==> config.mk <==
export PLATFORM = sky130hd
export DESIGN_NAME = ultrasonic_echo_responder_flat
export DESIGN_NICKNAME = d
export VERILOG_FILES = /design/src/rtl/ultrasonic_echo_responder_if.sv /design/src/rtl/ultrasonic_echo_responder.sv /design/src/flat_wrapper.sv
export SDC_FILE = /design/constraint.sdc
export NUM_CORES = 1
export LEC_CHECK = 0
export ABC_AREA = 1
export CORE_AREA = 2 2 91 93
export CTS_CLUSTER_DIAMETER = 40
export DETAILED_ROUTE_END_ITERATION = 10
export DIE_AREA = 0 0 93 95
export PLACE_DENSITY = 0.76
export SLEW_MARGIN = 20
export SYNTH_ARGS = -nofsm -noshare
export SYNTH_HDL_FRONTEND = slang
export SYNTH_SLANG_ARGS = --single-unit
==> constraint.sdc <==
create_clock -name clk -period 1.9 [get_ports clk]
set_input_delay 0.38 -clock clk [delete_from_list [all_inputs] [get_ports clk]]
set_output_delay 0.38 -clock clk [all_outputs]
set_load 0.01 [all_outputs]
==> src/rtl/ultrasonic_echo_responder_if.sv <==
// Trigger/echo signal bundle between an ultrasonic controller (master) and
// the sensor emulator (slave).
interface ultrasonic_echo_responder_if #(
    parameter int CNT_W = 23
) ();
    logic             trigger;
    logic             obj_present;
    logic [CNT_W-1:0] echo_width;
    logic             echo;
    logic             busy;
    logic             short_trig;
    logic             meas_done;

    modport master (
        output trigger,
        output obj_present,
        output echo_width,
        input  echo,
        input  busy,
        input  short_trig,
        input  meas_done
    );

    modport slave (
        input  trigger,
        input  obj_present,
        input  echo_width,
        output echo,
        output busy,
        output short_trig,
        output meas_done
    );
endinterface

==> src/rtl/ultrasonic_echo_responder.sv <==
// HC-SR04-style sensor emulator: qualifies a trigger pulse and answers with an
// echo pulse of programmed width after a fixed emulated burst delay.
module ultrasonic_echo_responder #(
    parameter int MIN_TRIG_CYCLES    = 1000,
    parameter int BURST_DELAY_CYCLES = 45000,
    parameter int TIMEOUT_CYCLES     = 3800000,
    parameter int HOLDOFF_CYCLES     = 100,
    parameter int CNT_W              = 23
) (
    input  logic                        clk,
    input  logic                        reset,
    ultrasonic_echo_responder_if.slave  bus
);

    typedef enum logic [2:0] {
        IDLE,
        TRIG,
        DELAY,
        ECHO,
        HOLDOFF
    } state_t;

    localparam logic [CNT_W-1:0] CNT_ONE    = CNT_W'(1);
    localparam logic [CNT_W-1:0] MIN_TRIG   = CNT_W'(MIN_TRIG_CYCLES);
    localparam logic [CNT_W-1:0] TIMEOUT    = CNT_W'(TIMEOUT_CYCLES);
    localparam logic [CNT_W-1:0] BURST_LAST = CNT_W'(BURST_DELAY_CYCLES - 1);
    localparam logic [CNT_W-1:0] HOLD_LAST  =
        (HOLDOFF_CYCLES > 0) ? CNT_W'(HOLDOFF_CYCLES - 1) : '0;

    // [0],[1] synchronise the asynchronous trigger; [2] is the edge-detect copy.
    logic [2:0]       trig_pipe_reg;
    logic             trig_s;
    logic             trig_q;
    logic             trig_rise;

    state_t           state_reg, state_next;
    logic [CNT_W-1:0] cnt_reg, cnt_next;
    logic [CNT_W-1:0] width_reg, width_next;
    logic [CNT_W-1:0] width_sel;
    logic             echo_reg, echo_next;
    logic             busy_reg, busy_next;
    logic             short_trig_reg, short_trig_next;
    logic             meas_done_reg, meas_done_next;

    assign trig_s    = trig_pipe_reg[1];
    assign trig_q    = trig_pipe_reg[2];
    assign trig_rise = trig_s & ~trig_q;

    always_ff @(posedge clk or negedge reset) begin
        if (!reset) begin
            trig_pipe_reg <= '0;
        end else begin
            trig_pipe_reg <= {trig_pipe_reg[1:0], bus.trigger};
        end
    end

    // Width actually emitted: timeout when nothing is there, never zero, never
    // longer than the timeout.
    always_comb begin
        width_sel = bus.echo_width;
        if (!bus.obj_present) begin
            width_sel = TIMEOUT;
        end else if (bus.echo_width == '0) begin
            width_sel = CNT_ONE;
        end else if (bus.echo_width > TIMEOUT) begin
            width_sel = TIMEOUT;
        end
    end

    always_comb begin
        state_next      = state_reg;
        cnt_next        = cnt_reg;
        width_next      = width_reg;
        echo_next       = echo_reg;
        short_trig_next = 1'b0;
        meas_done_next  = 1'b0;

        case (state_reg)
            IDLE: begin
                if (trig_rise) begin
                    state_next = TRIG;
                    cnt_next   = CNT_ONE;
                end
            end
            TRIG: begin
                if (trig_s) begin
                    if (cnt_reg < MIN_TRIG) begin
                        cnt_next = cnt_reg + CNT_ONE;
                    end
                end else if (cnt_reg >= MIN_TRIG) begin
                    state_next = DELAY;
                    cnt_next   = '0;
                    width_next = width_sel;
                end else begin
                    state_next      = IDLE;
                    cnt_next        = '0;
                    short_trig_next = 1'b1;
                end
            end
            DELAY: begin
                if (cnt_reg >= BURST_LAST) begin
                    state_next = ECHO;
                    cnt_next   = CNT_ONE;
                    echo_next  = 1'b1;
                end else begin
                    cnt_next = cnt_reg + CNT_ONE;
                end
            end
            ECHO: begin
                if (cnt_reg >= width_reg) begin
                    state_next     = HOLDOFF;
                    cnt_next       = '0;
                    echo_next      = 1'b0;
                    meas_done_next = 1'b1;
                end else begin
                    cnt_next = cnt_reg + CNT_ONE;
                end
            end
            HOLDOFF: begin
                if (cnt_reg >= HOLD_LAST) begin
                    state_next = IDLE;
                    cnt_next   = '0;
                end else begin
                    cnt_next = cnt_reg + CNT_ONE;
                end
            end
            default: begin
                state_next = IDLE;
                cnt_next   = '0;
                echo_next  = 1'b0;
            end
        endcase

        busy_next = (state_next == DELAY) || (state_next == ECHO) ||
                    (state_next == HOLDOFF);
    end

    always_ff @(posedge clk or negedge reset) begin
        if (!reset) begin
            state_reg      <= IDLE;
            cnt_reg        <= '0;
            width_reg      <= '0;
            echo_reg       <= 1'b0;
            busy_reg       <= 1'b0;
            short_trig_reg <= 1'b0;
            meas_done_reg  <= 1'b0;
        end else begin
            state_reg      <= state_next;
            cnt_reg        <= cnt_next;
            width_reg      <= width_next;
            echo_reg       <= echo_next;
            busy_reg       <= busy_next;
            short_trig_reg <= short_trig_next;
            meas_done_reg  <= meas_done_next;
        end
    end

    assign bus.echo       = echo_reg;
    assign bus.busy       = busy_reg;
    assign bus.short_trig = short_trig_reg;
    assign bus.meas_done  = meas_done_reg;

endmodule

==> src/flat_wrapper.sv <==
// flat-port wrapper written by rule: the top's interface ports become plain ports
module ultrasonic_echo_responder_flat 
#(
    parameter int MIN_TRIG_CYCLES    = 1000,
    parameter int BURST_DELAY_CYCLES = 45000,
    parameter int TIMEOUT_CYCLES     = 3800000,
    parameter int HOLDOFF_CYCLES     = 100,
    parameter int CNT_W              = 23
)
  (clk, reset, bus_trigger, bus_obj_present, bus_echo_width, bus_echo, bus_busy, bus_short_trig, bus_meas_done);
  ultrasonic_echo_responder_if #(.CNT_W(CNT_W)) bus_i ();
  input  logic clk;
  input  logic reset;
  input wire logic [$bits(bus_i.trigger)-1:0] bus_trigger;
  input wire logic [$bits(bus_i.obj_present)-1:0] bus_obj_present;
  input wire logic [$bits(bus_i.echo_width)-1:0] bus_echo_width;
  output wire logic [$bits(bus_i.echo)-1:0] bus_echo;
  output wire logic [$bits(bus_i.busy)-1:0] bus_busy;
  output wire logic [$bits(bus_i.short_trig)-1:0] bus_short_trig;
  output wire logic [$bits(bus_i.meas_done)-1:0] bus_meas_done;
  assign bus_i.trigger = bus_trigger;
  assign bus_i.obj_present = bus_obj_present;
  assign bus_i.echo_width = bus_echo_width;
  assign bus_echo = bus_i.echo;
  assign bus_busy = bus_i.busy;
  assign bus_short_trig = bus_i.short_trig;
  assign bus_meas_done = bus_i.meas_done;
  ultrasonic_echo_responder #(.MIN_TRIG_CYCLES(MIN_TRIG_CYCLES), .BURST_DELAY_CYCLES(BURST_DELAY_CYCLES), .TIMEOUT_CYCLES(TIMEOUT_CYCLES), .HOLDOFF_CYCLES(HOLDOFF_CYCLES), .CNT_W(CNT_W)) u_core (.clk(clk), .reset(reset), .bus(bus_i));
endmodule
# --- Word-level counts from Yosys, hierarchy flattened ---
# Index checks and enable logic that the tools add are counted.
word_totals:
  ff_bits: 56
  in_bits: 27
  output_inout_bits: 4
  wordCells: 63
classes:
  addsub: 1
  order_cmp: 6
  eq_ne: 11
  n_mux: 25
  bitwise: 4
  n_reduce_logical: 8
ops:
  columns: ["cell", "count"]
  rows:
  - ["$mux W23", 9]
  - ["$pmux W23 S5", 1]
  - ["$add A23 B1 Y23 const B", 1]
  - ["$ge A23 B10 Y1 const B", 1]
  - ["$ge A23 B16 Y1 const B", 1]
  - ["$ge A23 B23 Y1", 1]
  - ["$ge A23 B7 Y1 const B", 1]
  - ["$gt A23 B22 Y1 const B", 1]
  - ["$logic_not A23 Y1", 1]
  - ["$lt A23 B10 Y1 const B", 1]
  - ["$mux W3", 5]
  - ["$pmux W3 S5", 1]
  - ["$eq A3 B2 Y1 const B", 4]
  - ["$mux W1", 7]
  - ["$eq A3 B3 Y1 const B", 2]
  - ["$ne A2 B1 Y1 const B", 3]
  - ["$reduce_and A3 Y1", 2]
  - ["$eq A3 B1 Y1 const B", 1]
  - ["$logic_not A3 Y1", 1]
  - ["$ne A3 B3 Y1 const B", 1]
  - ["$not A1 Y1", 3]
  - ["$pmux W1 S3", 1]
  - ["$reduce_or A3 Y1", 1]
  - ["$logic_or A1 B1 Y1", 2]
  - ["3 further kinds", 3]

# --- Logic depth before layout (Yosys ltp) ---
logic_depth:
  depth_word: 7
  depth_mapped: 15
  mapped_depth_nobuf: 14

# --- Least setup slack after synthesis ---
# Ideal clock, no wire load.
synth_path:
  path_type: "register to register"
  from: "register u_core.cnt_reg[12]"
  to: "register u_core.cnt_reg[5]"
  setup_time_ns: 0.116
  arrival_time_ns: 1.762
  t_required_ns: 1.784
  slack_ns: 0.022
  stages_incl_launch_ff: 14
  path_buffers: 1
  synth_period_minus_slack_ns: 1.878
  cell_sequence: "dfrtp_1 > ha_1 > nand2_1 > nor2_1 > nand3_1 > nor2_1 > nand2_1 > inv_1 > nor2_1 > nand3_1 > nand4_2 > buf_4 > nand2_1 > nand2_1"
synth_via:
  elab_chain_len: 3
  word_cells_on_any_way: 10
  classes_between: "order compare (4); eq/ne (1); mux (4); reduce/logical (1)"
synth_rtl:
  columns: ["element", "line_no", "source"]
  rows:
  - ["start, declared", "ultrasonic_echo_responder.sv:37", "logic [CNT_W-1:0] cnt_reg, cnt_next;"]
  - ["start signal, assigned", "ultrasonic_echo_responder.sv:149", "cnt_reg <= cnt_next;"]
  - ["$ge A23 B7 Y1 (tied with other cells)", "ultrasonic_echo_responder.sv:120", "if (cnt_reg >= HOLD_LAST) begin"]
  - ["$mux W23 (tied with other cells)", "ultrasonic_echo_responder.sv:120", null]
  - ["$pmux W23 S5 / $reduce_and A2 Y1 (equally long branches)", null, null]
# Parallel ways exist; a longest one is shown, timed or not.
# A chain may end at the register's enable or synchronous reset.

# --- Worst setup path after layout ---
layout_path:
  from: "register u_core.cnt_reg[6]"
  to: "register u_core.width_reg[10]"
layout_via:
  elab_chain_len: 2
layout_rtl:
  columns: ["element", "line_no", "source"]
  rows:
  - ["$ge A23 B10 Y1", "ultrasonic_echo_responder.sv:90", "end else if (cnt_reg >= MIN_TRIG) begin"]
  - ["$reduce_and A3 Y1 (no source line)", null, null]
  - ["end signal, assigned", "ultrasonic_echo_responder.sv:150", "width_reg <= width_next;"]
  - ["end, declared", "ultrasonic_echo_responder.sv:38", "logic [CNT_W-1:0] width_reg, width_next;"]
# No other way between the ends.

==> reports/qor.tcl <==
set qor(antenna_violating_nets_post_route) 0
set qor(dp_hpwl_um) 9020
set qor(cts.path.max_buffers) 2
set qor(ir_drop_uv) 264
set qor(total_iterations_of_the_first_detailed_routing_run) 5
set qor(layout_min_cycle_time_ns) 1.99
set qor(setup.worst_path.class) {reg -> reg}
set qor(cellLeakagePower_nw) 2.96
set qor(report.final.hold_viol_count) 0
set qor(place.gp.congestion) 1.08
set qor(synthFlopType) {dfrtp_1}
set qor(detail_route.wirelength_um) 12400
set qor(yosysWarningCount) 0
set qor(reg2reg_launch_point) {u_core.cnt_reg[6]$_DFFE_PN0P_}
set qor(worst_path_max_delay_cell) {dfrtp_1}
set qor(rsz0062_at_grt) {yes}
set qor(failed_checks) {setup timing}
set qor(area_delta_synth_final_pct) 36.9
set qor(proportion_of_synthesized_chip_area_in_sequential_cells_pct) 34.1
set qor(avgSynthCellArea_um2) 6.94
set qor(post_synth_edffs) 0
set qor(place_worst_setup_slack_ns) -0.110
set qor(synth_cell_type_count) 37
set qor(clkSinkCount) 56
set qor(core_area_um2) 7930
set qor(worst_pin_slew_ns) 0.441
set qor(max_freq_ghz) 0.503
set qor(postSynthCellCount) 593
set qor(cts_inserted_buffers) 5
set qor(worst_setup_path_end_kind) {flop}
set qor(power_per_cell_area_nw_per_um2) 404
set qor(critical_path.endpoint) {u_core.width_reg[10]$_DFFE_PN0P_}
set qor(ios) 31
set qor(syn-num-nets) 645
set qor(synth_top_cell_area_share_pct) 34.1
set qor(cpPeakStageDelay_ns) 0.46
set qor(fin_setup_tns_ns) -1.04
set qor(design_power_total_mw) 2.28
set qor(cp.depth) 12
set qor(htree_levels) 2
set qor(syn_area_um2) 4120
set qor(hold_path.class) {in -> async}
set qor(design_area_um2) 5630
set qor(report.final.slew_viol_count) 0
set qor(instance_area_at_placement_um2) 5010
set qor(cts_hold_repair.buffers) 0
set qor(worst-path-buf-inv) 4
set qor(startpoint_type) {flop}
set qor(die-height_um) 95
set qor(fillers) 637
set qor(worstPathMaxFanout) 6
set qor(yosys_register_bits) 56
set qor(first_pass_grt_wire_length_um) 19300
set qor(initial_core_util_pct) 51.9
set qor(fp.dieW_um) 93
set qor(grt_max_degree) 57
set qor(outcome) {complete, but fails checks}
set qor(drc) 0
set qor(maxSlewHeadroom_pct) 70.5
set qor(yosys.area.top_type) {dfrtp_1}
set qor(max_cap_violations) 0
set qor(final_net_count) 763
set qor(fin_crit_sh_pct) 105
set qor(count_of_input_and_output_buffers) 30
set qor(setup_viol_count_final) 31
set qor(clkTransAtPathRegs_ns) 0.11
set qor(tritoncts) {yes}
set qor(die_area_um2) 8840
set qor(required_worst_endpoint_ns) 2.15
set qor(r2r.worst_path.cells) 12
set qor(clock_latency_at_the_later_pin_of_the_worst_skew_pair_ns) 0.32
set qor(synth-async-reset-ratio_pct) 100
set qor(grt-ovfl-total) 0
set qor(initial_antenna_violation_count) 0
set qor(final_worst_path_setup_slack_ns) -0.0891
set qor(crit_arrival_ns) 2.24
set qor(antenna-diode-count) 0
set qor(cts_root_buf) {clkbuf_8}
set qor(avgViaCountPerCell) 5.39
set qor(avgRoutedWirePerCell_um) 15.2
set qor(cp_top_family) {simple AND/OR/NAND/NOR gates}
set qor(utilization_pct) 71.0
set qor(timing.critical_path.cells) {buf_6, nand2_4, nor2_4, nand2_2, o211ai_2, nand2_2, buf_12, nor2_4, buf_6, clkbuf_16, nand3_1, o21ai_1}
set qor(synth.top_cells.by_area) {dfrtp_1, nand2_1, inv_1}
set qor(cp-startpoint) {u_core.cnt_reg[6]$_DFFE_PN0P_}
set qor(vias_in_the_first_global_route) 4123
set qor(share_of_final_layout_standard_cells_stronger_than_drive_strength_1_pct) 26.1
set qor(timing.clock.skew_ns) 0.0104
set qor(rrSetupSlack_ns) -0.09
set qor(r2r-end) {u_core.width_reg[10]$_DFFE_PN0P_}
set qor(fp-row-count) 33
set qor(route.vias.total) 4402
set qor(groute.usage.overall_pct) 27.6
set qor(drt_iter0_markers) 350
-- metal layers --
metal	vias up	share of wire (%)	track usage (%)
met5	-	0	0
li1	2123	-	-
met4	0	3.1	7.23
met2	161	47	46.9
met3	38	5.9	2.79
met1	2080	44	37.8
-- layout make-up --
cell class | instances | area, um2 | share of cell area (%)
tap | 105 | 131 | 2.33
sequential | 56 | 1400 | 24.9
multi-input combinational | 411 | 2440 | 43.4
clock buffer | 5 | 68.8 | 1.22
inverter | 111 | 427 | 7.58
clock inverter | 3 | 21.3 | 0.378
timing repair buffer | 126 | 1140 | 20.2
-- cell usage after synthesis (all sizes together) (2+ instances only) --
cell type  count
clkbuf         2
o21ai         29
nand3b         3
o31ai          2
dfrtp         56
nand2        147
a31oi          4
ha            25
nor4           4
inv          111
nand3         48
buf           13
o211ai         2
nor2          77
a21oi         12
nand4         27
xnor2          2
xor2          11
nor3          13
or2            3
-- power breakdown --
group	internal (mW)	total, mW	switching (mW)
logic	0.158	0.357	0.199
clock network	0.263	0.693	0.430
registers	1.21	1.23	0.0173
-- cell families after synthesis --
kind of cell	share of synthesized area (%)
compound gates	6.84
buf+inv	13.1
flops	34.1
fa+ha+maj	7.60
simple gates	35.6
xor+xnor	2.77
-- per-stage QoR --
step	hold WS, ns	instances
final	0.0433	817
after CTS	0.0529	800
after detailed placement	0.358	786
after global placement	0.336	786
after floorplan	0.0844	593
after global routing	0.0662	817
-- worst min path at each step --
stage                                             end  slack, ns  cells after the start
CTS                       u_core.bus.echo$_DFFE_PN0P_       0.05                      2
detailed placement  u_core.trig_pipe_reg[1]$_DFF_PN0_       0.36                      0
floorplan                   u_core.bus.busy$_DFF_PN0_       0.08                      0
finish                    u_core.bus.echo$_DFFE_PN0P_       0.04                      2
global route            u_core.state_reg[1]$_DFF_PN0_       0.07                      2
global placement    u_core.trig_pipe_reg[1]$_DFF_PN0_       0.34                      0
-- layout by cell type, fill, tap and decap left out, types with 2 or more instances in the layout --
master           count
nand4_1             26
nand3_1             39
ha_1                20
a21oi_1             10
clkbuf_8             5
buf_4               80
nor3_2               4
nor3_1               9
nor2_4              10
nand3_4              2
nand2_1            127
inv_1              102
nor4_1               4
dfrtp_1             56
nand3_2              7
a31oi_1              4
clkbuf_16            2
inv_2                5
o31ai_1              2
a21oi_2              2
nand3b_1             3
nor2_2              15
clkdlybuf4s50_1     29
buf_6               10
ha_4                 4
xor2_1              11
nand2_4              3
inv_4                4
xnor2_1              2
or2_2                3
o21ai_2              2
nand2_2             16
o21ai_1             18
o21ai_0              9
nor2_1              52
buf_12               4
-- what timing repair did --
item | 4_1_cts | 5_1_grt
setup buffers | 6 | 14
resized for setup | 17 | 78
endpoints found under the setup margin | 34 | 48
endpoints found under the hold margin | 0 | 0
cloned | 0 | 3
pin swaps | 4 | 15
Note: power is estimated with default switching activity, not from simulation.
